$ cat config.mk
export PLATFORM = sky130hd
export DESIGN_NAME = systolic_array_feeder_flat
export DESIGN_NICKNAME = d
export VERILOG_FILES = /design/src/rtl/systolic_array_feeder_if.sv /design/src/rtl/systolic_array_feeder.sv /design/src/flat_wrapper.sv
export SDC_FILE = /design/constraint.sdc
export NUM_CORES = 1
export LEC_CHECK = 0
export CAP_MARGIN = 20
export CORE_UTILIZATION = 25
export DETAILED_ROUTE_END_ITERATION = 16
export PLACE_DENSITY = 0.46
export SLEW_MARGIN = 30
export SYNTH_ARGS = -nofsm -noshare
export SYNTH_HDL_FRONTEND = slang
export SYNTH_SLANG_ARGS = --single-unit
$ cat constraint.sdc
create_clock -name clk -period 3.08 [get_ports clk]
set_clock_uncertainty 0.15 [all_clocks]
set_input_delay 0.308 -clock clk [delete_from_list [all_inputs] [get_ports clk]]
set_output_delay 0.308 -clock clk [all_outputs]
set_load 0.01 [all_outputs]
$ cat src/rtl/systolic_array_feeder_if.sv
// Load port and array-edge feed bundle for the systolic array feeder.
// master: load/start driver (upstream). slave: the feeder itself.
// Signals: load_valid/ready/sel/addr/data, start, sa_start, A_in, B_in,
//          feed_valid, busy, done.
interface systolic_array_feeder_if #(
  parameter int DATA_WIDTH = 8,
  parameter int N          = 2
);
  localparam int AW = (N * N > 1) ? $clog2(N * N) : 1;

  logic                    load_valid;
  logic                    load_ready;
  logic                    load_sel;
  logic [AW-1:0]           load_addr;
  logic [DATA_WIDTH-1:0]   load_data;
  logic                    start;
  logic                    sa_start;
  logic [N*DATA_WIDTH-1:0] A_in;
  logic [N*DATA_WIDTH-1:0] B_in;
  logic                    feed_valid;
  logic                    busy;
  logic                    done;

  modport master (
    output load_valid, load_sel, load_addr, load_data, start,
    input  load_ready, sa_start, A_in, B_in, feed_valid, busy, done
  );

  modport slave (
    input  load_valid, load_sel, load_addr, load_data, start,
    output load_ready, sa_start, A_in, B_in, feed_valid, busy, done
  );
endinterface

$ cat src/rtl/systolic_array_feeder.sv
// Purpose: buffers N x N A and B operands and streams them, diagonally skewed, into a systolic array.
// Latency: beat 0 appears one cycle after the start edge; done 2N-1+DRAIN_CYCLES+1 cycles after it.
// Backpressure: load_ready is high only in IDLE; load requests outside IDLE are dropped, not held.
// Ports: clk, rst (async, active-high); bus (slave modport): load_valid/ready/sel/addr/data,
//        start, sa_start, A_in (left edge lanes), B_in (top edge lanes), feed_valid, busy, done.
module systolic_array_feeder #(
  parameter int DATA_WIDTH   = 8,
  parameter int N            = 2,
  parameter int DRAIN_CYCLES = 2
) (
  input  logic                  clk,
  input  logic                  rst,
  systolic_array_feeder_if.slave bus
);

  localparam int NN        = N * N;
  localparam int FEED_LAST = 2 * N - 2;
  localparam int CNT_MAX   = (FEED_LAST > DRAIN_CYCLES) ? FEED_LAST : DRAIN_CYCLES;
  localparam int CW        = $clog2(CNT_MAX + 1) + 1;

  typedef enum logic [1:0] {S_IDLE, S_FEED, S_DRAIN, S_DONE} state_t;

  state_t                  state_q, state_d;
  logic [CW-1:0]           t_q, t_d;
  logic [DATA_WIDTH-1:0]   a_q [NN];
  logic [DATA_WIDTH-1:0]   a_d [NN];
  logic [DATA_WIDTH-1:0]   b_q [NN];
  logic [DATA_WIDTH-1:0]   b_d [NN];
  logic [N*DATA_WIDTH-1:0] a_in_q, a_in_d;
  logic [N*DATA_WIDTH-1:0] b_in_q, b_in_d;
  logic                    feed_valid_q, feed_valid_d;
  logic                    busy_q, busy_d;
  logic                    done_q, done_d;
  logic                    sa_start_q, sa_start_d;
  logic                    load_ready_q, load_ready_d;
  logic [31:0]             wr_idx;
  logic                    wr_en;

  always_comb begin
    state_d      = state_q;
    t_d          = t_q;
    a_d          = a_q;
    b_d          = b_q;
    a_in_d       = '0;
    b_in_d       = '0;
    wr_idx       = 32'(bus.load_addr);
    // load_ready_q is high exactly when we sit in IDLE, so it gates writes.
    wr_en        = bus.load_valid && load_ready_q && (wr_idx < 32'(NN));

    if (wr_en) begin
      if (bus.load_sel) b_d[bus.load_addr] = bus.load_data;
      else              a_d[bus.load_addr] = bus.load_data;
    end

    case (state_q)
      S_IDLE: begin
        if (bus.start) begin
          state_d = S_FEED;
          t_d     = '0;
        end
      end
      S_FEED: begin
        if (t_q == CW'(FEED_LAST)) begin
          t_d     = '0;
          state_d = (DRAIN_CYCLES == 0) ? S_DONE : S_DRAIN;
        end else begin
          t_d = t_q + CW'(1);
        end
      end
      S_DRAIN: begin
        if (t_q == CW'(DRAIN_CYCLES - 1)) begin
          t_d     = '0;
          state_d = S_DONE;
        end else begin
          t_d = t_q + CW'(1);
        end
      end
      S_DONE: begin
        t_d     = '0;
        state_d = S_IDLE;
      end
      default: begin
        t_d     = '0;
        state_d = S_IDLE;
      end
    endcase

    // Outputs are registered from the next state so beat t is visible the
    // cycle after the edge that enters it. Using a_d/b_d lets a write that
    // lands on the start edge show up in beat 0.
    feed_valid_d = (state_d == S_FEED);
    busy_d       = (state_d == S_FEED) || (state_d == S_DRAIN);
    done_d       = (state_d == S_DONE);
    sa_start_d   = (state_q == S_IDLE) && (state_d == S_FEED);
    load_ready_d = (state_d == S_IDLE);

    // Lane i carries element (i, c) on beat t = i + c: row skew on A,
    // column skew on B.
    if (state_d == S_FEED) begin
      for (int i = 0; i < N; i++) begin
        for (int c = 0; c < N; c++) begin
          if (t_d == CW'(i + c)) begin
            a_in_d[i*DATA_WIDTH +: DATA_WIDTH] = a_d[i*N + c];
            b_in_d[i*DATA_WIDTH +: DATA_WIDTH] = b_d[c*N + i];
          end
        end
      end
    end
  end

  always_ff @(posedge clk or posedge rst) begin
    if (rst) begin
      state_q      <= S_IDLE;
      t_q          <= '0;
      for (int e = 0; e < NN; e++) begin
        a_q[e] <= '0;
        b_q[e] <= '0;
      end
      a_in_q       <= '0;
      b_in_q       <= '0;
      feed_valid_q <= 1'b0;
      busy_q       <= 1'b0;
      done_q       <= 1'b0;
      sa_start_q   <= 1'b0;
      load_ready_q <= 1'b1;
    end else begin
      state_q      <= state_d;
      t_q          <= t_d;
      a_q          <= a_d;
      b_q          <= b_d;
      a_in_q       <= a_in_d;
      b_in_q       <= b_in_d;
      feed_valid_q <= feed_valid_d;
      busy_q       <= busy_d;
      done_q       <= done_d;
      sa_start_q   <= sa_start_d;
      load_ready_q <= load_ready_d;
    end
  end

  assign bus.A_in       = a_in_q;
  assign bus.B_in       = b_in_q;
  assign bus.feed_valid = feed_valid_q;
  assign bus.busy       = busy_q;
  assign bus.done       = done_q;
  assign bus.sa_start   = sa_start_q;
  assign bus.load_ready = load_ready_q;

endmodule

$ cat src/flat_wrapper.sv
// flat-port wrapper written by rule: the top's interface ports become plain ports
module systolic_array_feeder_flat 
#(
  parameter int DATA_WIDTH   = 8,
  parameter int N            = 2,
  parameter int DRAIN_CYCLES = 2
)
  (clk, rst, bus_load_valid, bus_load_sel, bus_load_addr, bus_load_data, bus_start, bus_load_ready, bus_sa_start, bus_A_in, bus_B_in, bus_feed_valid, bus_busy, bus_done);
  systolic_array_feeder_if #(.DATA_WIDTH(DATA_WIDTH), .N(N)) bus_i ();
  input  logic clk;
  input  logic rst;
  input wire logic [$bits(bus_i.load_valid)-1:0] bus_load_valid;
  input wire logic [$bits(bus_i.load_sel)-1:0] bus_load_sel;
  input wire logic [$bits(bus_i.load_addr)-1:0] bus_load_addr;
  input wire logic [$bits(bus_i.load_data)-1:0] bus_load_data;
  input wire logic [$bits(bus_i.start)-1:0] bus_start;
  output wire logic [$bits(bus_i.load_ready)-1:0] bus_load_ready;
  output wire logic [$bits(bus_i.sa_start)-1:0] bus_sa_start;
  output wire logic [$bits(bus_i.A_in)-1:0] bus_A_in;
  output wire logic [$bits(bus_i.B_in)-1:0] bus_B_in;
  output wire logic [$bits(bus_i.feed_valid)-1:0] bus_feed_valid;
  output wire logic [$bits(bus_i.busy)-1:0] bus_busy;
  output wire logic [$bits(bus_i.done)-1:0] bus_done;
  assign bus_i.load_valid = bus_load_valid;
  assign bus_i.load_sel = bus_load_sel;
  assign bus_i.load_addr = bus_load_addr;
  assign bus_i.load_data = bus_load_data;
  assign bus_i.start = bus_start;
  assign bus_load_ready = bus_i.load_ready;
  assign bus_sa_start = bus_i.sa_start;
  assign bus_A_in = bus_i.A_in;
  assign bus_B_in = bus_i.B_in;
  assign bus_feed_valid = bus_i.feed_valid;
  assign bus_busy = bus_i.busy;
  assign bus_done = bus_i.done;
  systolic_array_feeder #(.DATA_WIDTH(DATA_WIDTH), .N(N), .DRAIN_CYCLES(DRAIN_CYCLES)) u_core (.clk(clk), .rst(rst), .bus(bus_i));
endmodule
**Word level (Yosys, flattened, before mapping)**

Index checks and enable logic that the tools add are counted.

- Memories kept: 0
- Bits of input ports: 15
- Word-level logic and storage cells: 64
- Latch bits: 0
- Register bits: 106
- Output and inout port bits: 37
- Bits in writable memories: 0
- Bits in read-only memories: 0

- Divide/modulo/power cells: 0
- Muxes and demuxes: 26
- Add/subtract/negate cells: 1
- Magnitude comparators: 2
- Bitwise gates (word level): 1
- Equal/unequal tests: 10
- $mul: 0
- Shift-type cells: 0
- Reduce and logical (&&, ||, !) cells: 7

Operators with widths:

| kind | number |
|---|---|
| $mux 32 | 4 |
| $mux 8 | 9 |
| $bwmux 32 | 2 |
| $mux 16 | 2 |
| $demux 8 s2 | 1 |
| $pmux 3 s4 | 1 |
| $mux 3 | 3 |
| $eq 2x2->1 const B | 4 |
| $pmux 2 s4 | 1 |
| $eq 3x1->1 const B | 2 |
| $eq 3x2->1 const B | 2 |
| $mux 2 | 3 |
| $eq 2x1->1 const B | 2 |
| $logic_not 2->1 | 2 |
| $add 3x1->3 const B | 1 |
| $ge 3x3->1 const B | 1 |
| $logic_and 1x1->1 | 3 |
| $logic_not 3->1 | 1 |
| $lt 3x1->1 const B | 1 |
| $not 2->3 | 1 |
| $logic_or 1x1->1 | 1 |

**Longest topological paths before layout**

- Depth after elaboration: 11
- Gate-level depth with buffers: 8

**Worst setup path after synthesis**

No wires, ideal clock.

- Kind: reg-to-reg
- Start: reg u_core.state_q[1]
- End: reg u_core.a_in_q[6], in the netlist u_core.bus.A_in[6]
- Slack: 1153 ps
- Arrival: 1710 ps
- Path buffers: 2
- Period minus slack after synthesis: 1927 ps
- Cell stages (with the launch flop): 8
- Required time: 2863 ps
- Path through: dfrtp_1 -> buf_6 -> nor2b_1 -> a41oi_1 -> o22ai_1 -> ha_1 -> clkbuf_1 -> o2111a_1

- Elaborated cells between the ends (all ways): 15
- Those cells by class: eq/ne (5); mux (8); reduce/logical (2)

RTL lines:

| element | RTL line | source |
|---|---|---|
| from (decl) | systolic_array_feeder.sv:23 | `state_t state_q, state_d;` |
| from (signal assigned) | systolic_array_feeder.sv:127 | `state_q <= state_d;` |
| $eq 2x2->1 (tied with other cells) | systolic_array_feeder.sv:55 | `case (state_q)` |
| $pmux 2 s4 * | systolic_array_feeder.sv:55 |  |
| net u_core.state_d[0] | systolic_array_feeder.sv:23 |  |
| $eq 2x1->1 * | -- |  |
| net u_core.feed_valid_d | systolic_array_feeder.sv:31 | `logic feed_valid_q, feed_valid_d;` |
| $mux 16 * | systolic_array_feeder.sv:99 | `if (state_d == S_FEED) begin` |
| net u_core.a_in_d[6] | systolic_array_feeder.sv:29 | `logic [N*DATA_WIDTH-1:0] a_in_q, a_in_d;` |
| to (signal assigned) | systolic_array_feeder.sv:131 | `a_in_q <= a_in_d;` |
| to (decl) | systolic_array_feeder.sv:29 |  |

The timed path passes the listed nets; every way through them passes the cells marked *.

**Final worst setup path**

- Start: reg u_core.t_q[0]
- End: reg u_core.b_in_q[8], in the netlist u_core.bus.B_in[8]

- Cells in the longest elaborated chain, start to end: 7
- Elaborated cells between the ends (all ways): 16
- Those cells by class: add/sub (1); eq/ne (5); mux (10)

Ends and longest elaborated chain:

| element | RTL line | source |
|---|---|---|
| from (decl) | systolic_array_feeder.sv:24 | `logic [CW-1:0] t_q, t_d;` |
| from (signal assigned) | systolic_array_feeder.sv:128 | `t_q <= t_d;` |
| $add 3x1->3 (tied with other cells) | systolic_array_feeder.sv:67, systolic_array_feeder.sv:75 |  |
| $mux 3, on equally long branches | systolic_array_feeder.sv:71, systolic_array_feeder.sv:63 |  |
| $pmux 3 s4 | systolic_array_feeder.sv:55 |  |
| $eq 3x1->1 | systolic_array_feeder.sv:102 | `if (t_d == CW'(i + c)) begin` |
| $mux 8 (2 in series) | systolic_array_feeder.sv:102 |  |
| $mux 16 * | systolic_array_feeder.sv:99 |  |
| net u_core.b_in_d[8] | systolic_array_feeder.sv:30 | `logic [N*DATA_WIDTH-1:0] b_in_q, b_in_d;` |
| to (signal assigned) | systolic_array_feeder.sv:132 | `b_in_q <= b_in_d;` |
| to (decl) | systolic_array_feeder.sv:30 |  |

Marks and branches as above.

==> flow_summary.toml <==
[outcome]
outcome = "finished clean"

[synth]
ys_warn_count = 0
async_flop_share = 1.00
synth_top_area_cell = "dfrtp_1"
synth_edf_count = 0
syn_avg_cell_area_um2 = 14.5
yosysTopAreaCellShare = 0.589
syn_nets = 325
ys_ff_latch = 106
yosys_most_used_dff = "dfrtp_1"
synth_cells = 307
yosysUniqueCellTypes = 37
syn_area_um2 = 4460
yosysSeqAreaShare = 0.595
synth.area.top_cells = "dfrtp_1, mux2_2, o2111a_1"

[timing]
final-setup-viol-count = 0
fin_crit_ps = 2180
final_max_slew_viol_count = 0
fin_crit_sh = 0.708
final-hold-violation-count = 0
fmax_mhz = 459
rsz0062_at_grt = "no"
worstMarginPinSlew_ps = 694
final.setup.tns_ps = 0
slew_headroom = 0.536

[drt]
wirelength_um = 10300
firstDrtPassIters = 4
drc = 0
post_drt_wl_per_cell_um = 17.6
initialDrtViolationCount = 98
ant_nets = 0
viasPerCell = 4.49
vias = 2633

[pwr]
ir_worst_vdd_mv = 0.443
power_frac_seq = 0.377
cellInternalPower_mw = 3.87
comb_power_share = 0.433
switching_power_mw = 2.07
power.density_nw_per_um2 = 1080
p_clk_frac = 0.190
swShare = 0.349
p_leak_nw = 2.29

[clocking]
clkLatencyLatePin_ps = 350
postCtsSetupBuffers = 0
cts_inserted_buffers = 9
cts.sinks = 106
htree_levels = 3
cts_resized = 0
path_clk_slew_ps = 60
cts_buffer_depth = 2
hold_buffers = 0
cts_tree = "yes"
cts_root_buffer = "clkbuf_16"

[die]
core_area_um2 = 17400
initial_core_util = 0.257
ios = 52
num_rows = 48
die-width_um = 136
dieArea_um2 = 18400
die_h_um = 136

[setup_path]
crit_type = "reg2reg"
crit_path_cell_trace = "or2b_1, o211ai_1, a21o_1, a32oi_1, nor2b_1"
crit_path_start_kind = "flop"
crit_path_max_fanout = 17
worstPathArrival_ps = 2310
slowest_delay_ps = 560
cp-end-kind = "flop"
crit_required_ps = 3210
worst_path_max_delay_cell = "a21o_1"

[global_route]
grt_usage = 0.123
first_global_vias = 2843
grt_pass1_wl_um = 16400
grt_max_degree = 62
overflow = 0
antenna_found_initial = 0

[cells_and_area]
n_antenna_cell = 0
syn2layout_area_growth_pct = 23.2
fin_area_um2 = 5490
fin_nets = 376
final_cell_mix = "dfrtp_1, mux2_2, clkdlybuf4s50_1, nand2b_1, nor2b_1"
mostFrequentLayoutCell = "dfrtp_1"
drive_gt1_frac = 0.279

[place]
placed_area_um2 = 5200
io_buffers = 51
globalplace.congestion = 0.693
dpl.hpwl_um = 6360

[flow_run]
maxCapViolations = 0

[hold_path]
hold_class = "in2async"
per-layer routing:
metal	GRT usage	part of all wire	up-vias
met4	0.0562	0.019	0
met1	0.159	0.47	1364
li1	-	-	1221
met3	0.0269	0.033	10
met5	0	0	-
met2	0.195	0.48	38
metrics by stage:
| stage | util | hold slack [ps] | instances | worst slack [ps] | power [mW] |
|---|---|---|---|---|---|
| floorplan | - | 316 | 307 | 1150 | 4.05 |
| global placement | 0.300 | 325 | 572 | 578 | 4.87 |
| detailed placement | 0.300 | 329 | 572 | 581 | 4.89 |
| CTS | 0.316 | 136 | 587 | 851 | 6.06 |
| global route | 0.316 | 160 | 587 | 709 | 6.38 |
| finish | 0.316 | 137 | 587 | 901 | 5.94 |
critical path: cells and delay by family (launching register included):
kind,cells,cell delay [ps]
simple gates,2,430
flops,1,540
compound gates,3,980
power groups by stage:
stage	Combinational (mW)	Clock, mW	Sequential, mW
floorplan	1.80	0	2.26
global placement	2.60	0	2.27
detailed placement	2.62	0	2.27
CTS	2.64	1.17	2.25
global route	2.83	1.24	2.32
finish	2.57	1.13	2.24
sequential cells by signal, indices dropped and copies added, names as in the netlist, 2 cells and up:
register / flops
u_core.a_q: 32
u_core.t_q: 3
u_core.state_q: 2
u_core.bus.B_in: 16
u_core.b_q: 32
u_core.bus.A_in: 16
cells by family after synthesis:
group	count (synthesis)	synth area share
AO/OA/AOI/OAI	47	0.106
XOR/XNOR	1	0.00196
adder cells (fa/ha/maj)	3	0.00842
buffers and inverters	25	0.0351
flip-flops	106	0.595
multiplexers	64	0.162
AND/OR/NAND/NOR	61	0.0912
final timing paths:
path | from | to | slack [ps] | cells after the start
hold reg to reg | u_core.b_q[13] | u_core.b_q[13] | 340 | 1
setup reg to reg | u_core.t_q[0] | u_core.bus.B_in[8] | 900 | 5
hold / removal | rst | u_core.bus.feed_valid | 140 | 2
setup / recovery | u_core.t_q[0] | u_core.bus.B_in[8] | 900 | 5
min in group clk | u_core.b_q[13] | u_core.b_q[13] | 340 | 1
max in group asynchronous | rst | u_core.b_q[10] | 1920 | 3
area by class of cell:
class / instances / area (µm²)
sequential: 106 / 2650
tap: 225 / 282
timing repair buffer: 57 / 581
multi-input combinational: 176 / 1650
fill: 1704 / 11900
clock inverter: 1 / 7.51
inverter: 8 / 35.0
clock buffer: 14 / 284
Yosys cell counts (3+ instances only):
library cell and n:
o2111a_1 16, buf_6 7, dfrtp_1 105, nor2_1 3, mux2_2 64, a32oi_1 16, buf_2 7, nor2_2 6
a21oi_1 3, clkbuf_1 3, inv_1 7, nand2b_1 22, nor2b_1 17, ha_1 3
Power figures use the tool's default switching activity.
==> variant 1: new RTL, same flow settings <==
`DRAIN_CYCLES` is set to 2 in 2 places; all go to 1.
--- a/src/rtl/systolic_array_feeder.sv
+++ b/src/rtl/systolic_array_feeder.sv
@@ -6,7 +6,7 @@
 module systolic_array_feeder #(
   parameter int DATA_WIDTH   = 8,
   parameter int N            = 2,
-  parameter int DRAIN_CYCLES = 2
+  parameter int DRAIN_CYCLES = 1
 ) (
   input  logic                  clk,
   input  logic                  rst,
--- a/src/flat_wrapper.sv
+++ b/src/flat_wrapper.sv
@@ -3,7 +3,7 @@
 #(
   parameter int DATA_WIDTH   = 8,
   parameter int N            = 2,
-  parameter int DRAIN_CYCLES = 2
+  parameter int DRAIN_CYCLES = 1
 )
   (clk, rst, bus_load_valid, bus_load_sel, bus_load_addr, bus_load_data, bus_start, bus_load_ready, bus_sa_start, bus_A_in, bus_B_in, bus_feed_valid, bus_busy, bus_done);
   systolic_array_feeder_if #(.DATA_WIDTH(DATA_WIDTH), .N(N)) bus_i ();
Behaviour: not the same (Yosys sat finds a counterexample within 10 cycles, from zero or initial values and one cycle with rst high).
==> variant 1 against the unedited design <==
  * Wire length is 9.8% higher
  * Combinational power is 5% higher
  * Power hardly changed
  * Critical endpoint is now u_core.bus.A_in[13]
  * Final cell count is 16% higher
  * Final area is 7.5% higher
  * Sequential cell count stayed put
  * Setup slack worse by 140 ps
  * Largest power group unchanged
  * Synthesized area is 8.9% higher
  * Largest cell class unchanged
==> variant 1: results (changes against the unedited design) <==
| Metric | Value |
|---|---|
| Status | `finished clean` |
| Leakage | `2.47 nW (+8.2%)` |
| Worst reg2reg path depth | `7 (+2)` |
| Clock latency on the worst-skew pair | `350 ps (about the same)` |
| Synth Area in Adders | `0.0155 (+0.00705)` |
| Worst hold slack | `312 ps (+175 ps)` |
| Routability Congestion | `0.702 (+1.4%)` |
| Layout fillers | `1,953 (+15%)` |
| Post-Synth XOR/XNOR Area | `0 (-0.00196)` |
| Worst vdd ir | `0.381 mV (-14%)` |
| Setup WS pre-CTS | `481 ps (-101 ps)` |
| Routed length per instance | `16.7 um (-5.1%)` |
| R2r startpoint | `u_core.t_q[1]` |
| Least-Margin Pin Slew | `593 ps (-102 ps)` |
| Biggest regs | `u_core.a_q x32, u_core.b_q x32` |
| H-tree Lvls | `3 (unchanged)` |
| Resize count post-CTS | `0 (unchanged)` |
| Fraction of registers with async set or reset after synthesis | `1.00 (unchanged)` |
| Top post-synthesis cells by area | `dfrtp_1 54%, mux2_2 9.0%, nor4b_2 4.6%` |
| Nets | `435 (+16%)` |
| Critical path arrival | `2410 ps (+100 ps)` |
| Clk slew on worst S/H paths | `70 ps` |
| Register area share after synthesis | `0.547 (-0.0485)` |
| DRT Pass-1 Iters | `4 (unchanged)` |
| Post-synthesis mux area share | `0.144 (-0.0173)` |
| Syn_nets | `383 (+18%)` |
| DR vias/cell | `4.32 (-3.8%)` |
| Post-synthesis compound-gate area fraction | `0.0766 (-0.0298)` |
| Post-Place Cell Area | `5630 um^2 (+8.4%)` |
| Fraction of layout cells with a size suffix above 1 | `0.263 (-0.0165)` |
| CTS root buf | `clkbuf_16` |
| Total track usage | `0.123 (+0.000461)` |
| Ys Warns | `0 (unchanged)` |
| # port buffers | `51 (unchanged)` |
| Num CTS Buffers | `9 (unchanged)` |
| Largest net degree at the start of global routing | `107 (+73%)` |
| Post-CTS Setup Bufs | `0 (unchanged)` |
| Drt total wl | `11.3 mm (+9.8%)` |
| Post-DP HPWL | `7.15 mm (+12%)` |
| Clock Tree Buf Depth | `2 (unchanged)` |
| Row cnt | `50 (+4.2%)` |
| ANT cells | `0 (unchanged)` |
| Yosys cell types | `44 (+19%)` |
| Post-Synthesis Cells | `362 (+18%)` |
| Post-placement cell count | `663 (+16%)` |
| Core Util, Final | `0.313 (-0.00380)` |
| Vias in the first global route | `3,237 (+14%)` |
| Initial drt markers | `122 (+24%)` |
| Initial antenna violation count | `0 (unchanged)` |
| First-pass GRT wire length | `18.3 mm (+12%)` |
| Max Fanout on Critical Path | `12 (-5)` |
| R2R Path End | `u_core.bus.A_in[13]` |
| Synth top cells by count | `105 x dfrtp_1, 39 x mux2_2, 37 x nor2_1` |
| Tightest Hold Check Type | `input pin to async pin` |
## variant 1: cell types whose count changed in the layout (fill, tap and decap cells not counted), moves of 10 or more
| cell | change |
|---|---|
| o21a_1 | +16 |
| mux2_2 | -25 |
| nor3b_2 | +10 |
| o2111a_1 | -16 |
| nor2b_1 | -16 |
| nor4b_2 | +15 |
| nor2_1 | +34 |
| mux2i_1 | +16 |
| a32oi_1 | -16 |
| inv_1 | +16 |
| nand2b_1 | -20 |
| a211oi_1 | +17 |
## variant 1: metal layers
layer,up-vias,GRT usage,routed length (um)
li1,1361,-,-
met1,1508,0.155,5230
met2,52,0.203,5460
met3,9,0.0361,501
met4,0,0.0366,119
met5,-,0,0
## variant 1: worst max path at each step
stage,startpoint,end,slack [ps],cells past startpoint
global route,u_core.state_q[0],u_core.bus.B_in[7],600,8
finish,u_core.t_q[1],u_core.bus.A_in[13],760,7
CTS,u_core.state_q[0],u_core.bus.B_in[2],730,8
global placement,bus_load_valid,u_core.bus.A_in[15],490,6
detailed placement,bus_load_valid,u_core.bus.A_in[15],480,6
floorplan,u_core.t_q[0],u_core.bus.A_in[7],820,10
## variant 1: worst max-delay path, stage by stage (launching register included)
cell	delay [ps]
dfrtp_1	450
ha_1	340
nand3b_1	200
o31a_1	160
o2bb2ai_4	290
buf_4	320
nor4b_2	80
o21a_1	210
## variant 1: power by group
part | internal (mW) | switching [mW] | total [mW]
Clock | 0.554 | 0.519 | 1.07
Sequential | 1.97 | 0.205 | 2.18
Combinational | 1.22 | 1.46 | 2.69
## variant 1: area by class of cell
type                    count  share of cell area
clock buffers              11              0.0394
well taps                 260              0.0551
inverters                  24              0.0163
flip-flops and latches    106               0.449
clock inverters             5             0.00657
multi-input cells         211               0.331
repair buffers             62               0.103
==> variant 2: new RTL, same flow settings <==
Made on the original files. Re-encode `state_t` (4 states) as one-hot, 4 bits wide.
--- a/src/rtl/systolic_array_feeder.sv
+++ b/src/rtl/systolic_array_feeder.sv
@@ -18,7 +18,7 @@
   localparam int CNT_MAX   = (FEED_LAST > DRAIN_CYCLES) ? FEED_LAST : DRAIN_CYCLES;
   localparam int CW        = $clog2(CNT_MAX + 1) + 1;
 
-  typedef enum logic [1:0] {S_IDLE, S_FEED, S_DRAIN, S_DONE} state_t;
+  typedef enum logic [3:0] {S_IDLE = 4'b0001, S_FEED = 4'b0010, S_DRAIN = 4'b0100, S_DONE = 4'b1000} state_t;
 
   state_t                  state_q, state_d;
   logic [CW-1:0]           t_q, t_d;
Function: same outputs for any inputs over 4 cycles, from zero or initial values and one cycle with rst high; so few cycles prove little.
==> variant 2 against the unedited design <==
  * Final area is 1.5% higher
  * Final cell count is 5.1% higher
  * Synthesized cell count is 7.8% higher
  * Power is 15% lower
  * Wire length is 1.2% higher
  * Combinational power is 33% lower
  * Global-route usage is 0.13 points lower
  * Highest routed layer unchanged
  * Synthesized area is 0.31% lower
  * Sequential cell count is 2 higher
  * Setup slack worse by 370 ps
  * Fmax is 14% lower
==> variant 2: results (changes against the unedited design) <==
| Metric | Value |
|---|---|
| Post-synthesis mux area share | `0.198 (+0.0365)` |
| Detail Route Antenna Nets | `0 (unchanged)` |
| Post-Place Cell Area | `5270 um^2 (+1.4%)` |
| Critical path destination | `u_core.bus.A_in[2]` |
| Syn_nets | `346 (+6.5%)` |
| Routed length per instance | `16.9 um (-3.7%)` |
| # port buffers | `51 (unchanged)` |
| Layout fillers | `1,735 (+1.8%)` |
| Worst vdd ir | `0.312 mV (-29%)` |
| Nets | `402 (+6.9%)` |
| Total track usage | `0.121 (-0.00129)` |
| Register area share after synthesis | `0.609 (+0.0134)` |
| Int Pwr | `3.55 mW (-8.4%)` |
| Worst R2R Setup Slack | `530 ps (-370 ps)` |
| Post-Synth XOR/XNOR Area | `0 (-0.00196)` |
| Core Util, Final | `0.321 (+0.00490)` |
| Logic power comb | `1.72 mW (-33%)` |
| DR vias/cell | `4.55 (+1.4%)` |
| Leakage | `2.32 nW (+1.3%)` |
| Drt total wl | `10.4 mm (+1.2%)` |
| Worst hold slack | `327 ps (+190 ps)` |
| Post-placement cell count | `601 (+5.1%)` |
| Least-Margin Pin Slew | `698 ps (+4.02 ps)` |
| Crit path from | `u_core.state_q[3]` |
| Synth top cells by count | `106 x dfrtp_1, 64 x mux2_2, 23 x nor2_1` |
| Clk pwr | `1.17 mW (+4%)` |
| Ys Warns | `0 (unchanged)` |
| First-pass GRT wire length | `16.4 mm (+0.30%)` |
| Syn Area/Cell | `13.4 um^2 (-7.5%)` |
| CP max stage delay | `630 ps (+70 ps)` |
| CTS root buf | `clkbuf_16` |
| Fraction of registers with async set or reset after synthesis | `1.00 (unchanged)` |
| Post-synthesis compound-gate area fraction | `0.0724 (-0.0340)` |
| Initial drt markers | `138 (+41%)` |
| Fraction of layout cells with a size suffix above 1 | `0.265 (-0.0137)` |
| Clock latency on the worst-skew pair | `340 ps` |
| Largest net degree at the start of global routing | `109 (+76%)` |
| Worst reg2reg path depth | `6 (+1)` |
| Routability Congestion | `0.753 (+8.7%)` |
| Clock Tree Buf Depth | `2 (unchanged)` |
| Setup WS pre-CTS | `466 ps (-116 ps)` |
| Max stage delay cell, worst path | `or4b_4` |
| Fin crit share | `0.827 (+0.120)` |
| ANT cells | `0 (unchanged)` |
| DRT Pass-1 Iters | `4 (unchanged)` |
| Power per cell area | `907 nW/um^2 (-16%)` |
| Family with the most delay on the worst path | `simple AND/OR/NAND/NOR gates` |
| Vias in the first global route | `2,929 (+3.0%)` |
| Max Fanout on Critical Path | `16 (-1)` |
| Critical path arrival | `2670 ps (+360 ps)` |
| Tightest Hold Check Type | `input pin to async pin` |
| Biggest regs | `u_core.a_q x32, u_core.b_q x32` |
| Status | `finished clean` |
| Post-DP HPWL | `6.47 mm (+1.7%)` |
| Synth Area in Adders | `0 (-0.00842)` |
| Top post-synthesis cells by area | `dfrtp_1 60%, mux2_2 16%, mux2i_1 3.6%` |
| Resize count post-CTS | `0 (unchanged)` |
| Yosys cell types | `38 (+2.7%)` |
==> variant 2: changes by cell type after synthesis, sizes merged, moves of 4 or more <==
cell	before	now
a21oi	3	17
nand4	0	16
clkbuf	3	15
o211ai	1	16
a32oi	16	0
o2111a	16	0
nor2	9	23
nand2b	22	4
buf	14	6
inv	7	3
nor2b	17	2
mux2i	0	16
==> variant 2: area by class of cell <==
cell class,instances,area share
Sequential cell,108,0.485
Multi-Input combinational cell,199,0.291
Timing Repair Buffer,66,0.116
Tap cell,225,0.0505
Clock buffer,12,0.0460
Clock inverter,4,0.00853
Inverter,3,0.00269
==> variant 2: routing by layer <==
layer | track usage | up-vias | routed length [um]
met4 | 0.0549 | 0 | 167
met3 | 0.0239 | 12 | 481
met1 | 0.162 | 1427 | 4840
li1 | - | 1314 | -
met5 | 0 | - | 0
met2 | 0.189 | 52 | 4930
==> variant 2: logic make-up after synthesis <==
logic type	count (synthesis)
flip-flops	108
buffers and inverters	24
AO/OA/AOI/OAI	45
multiplexers	80
AND/OR/NAND/NOR	74
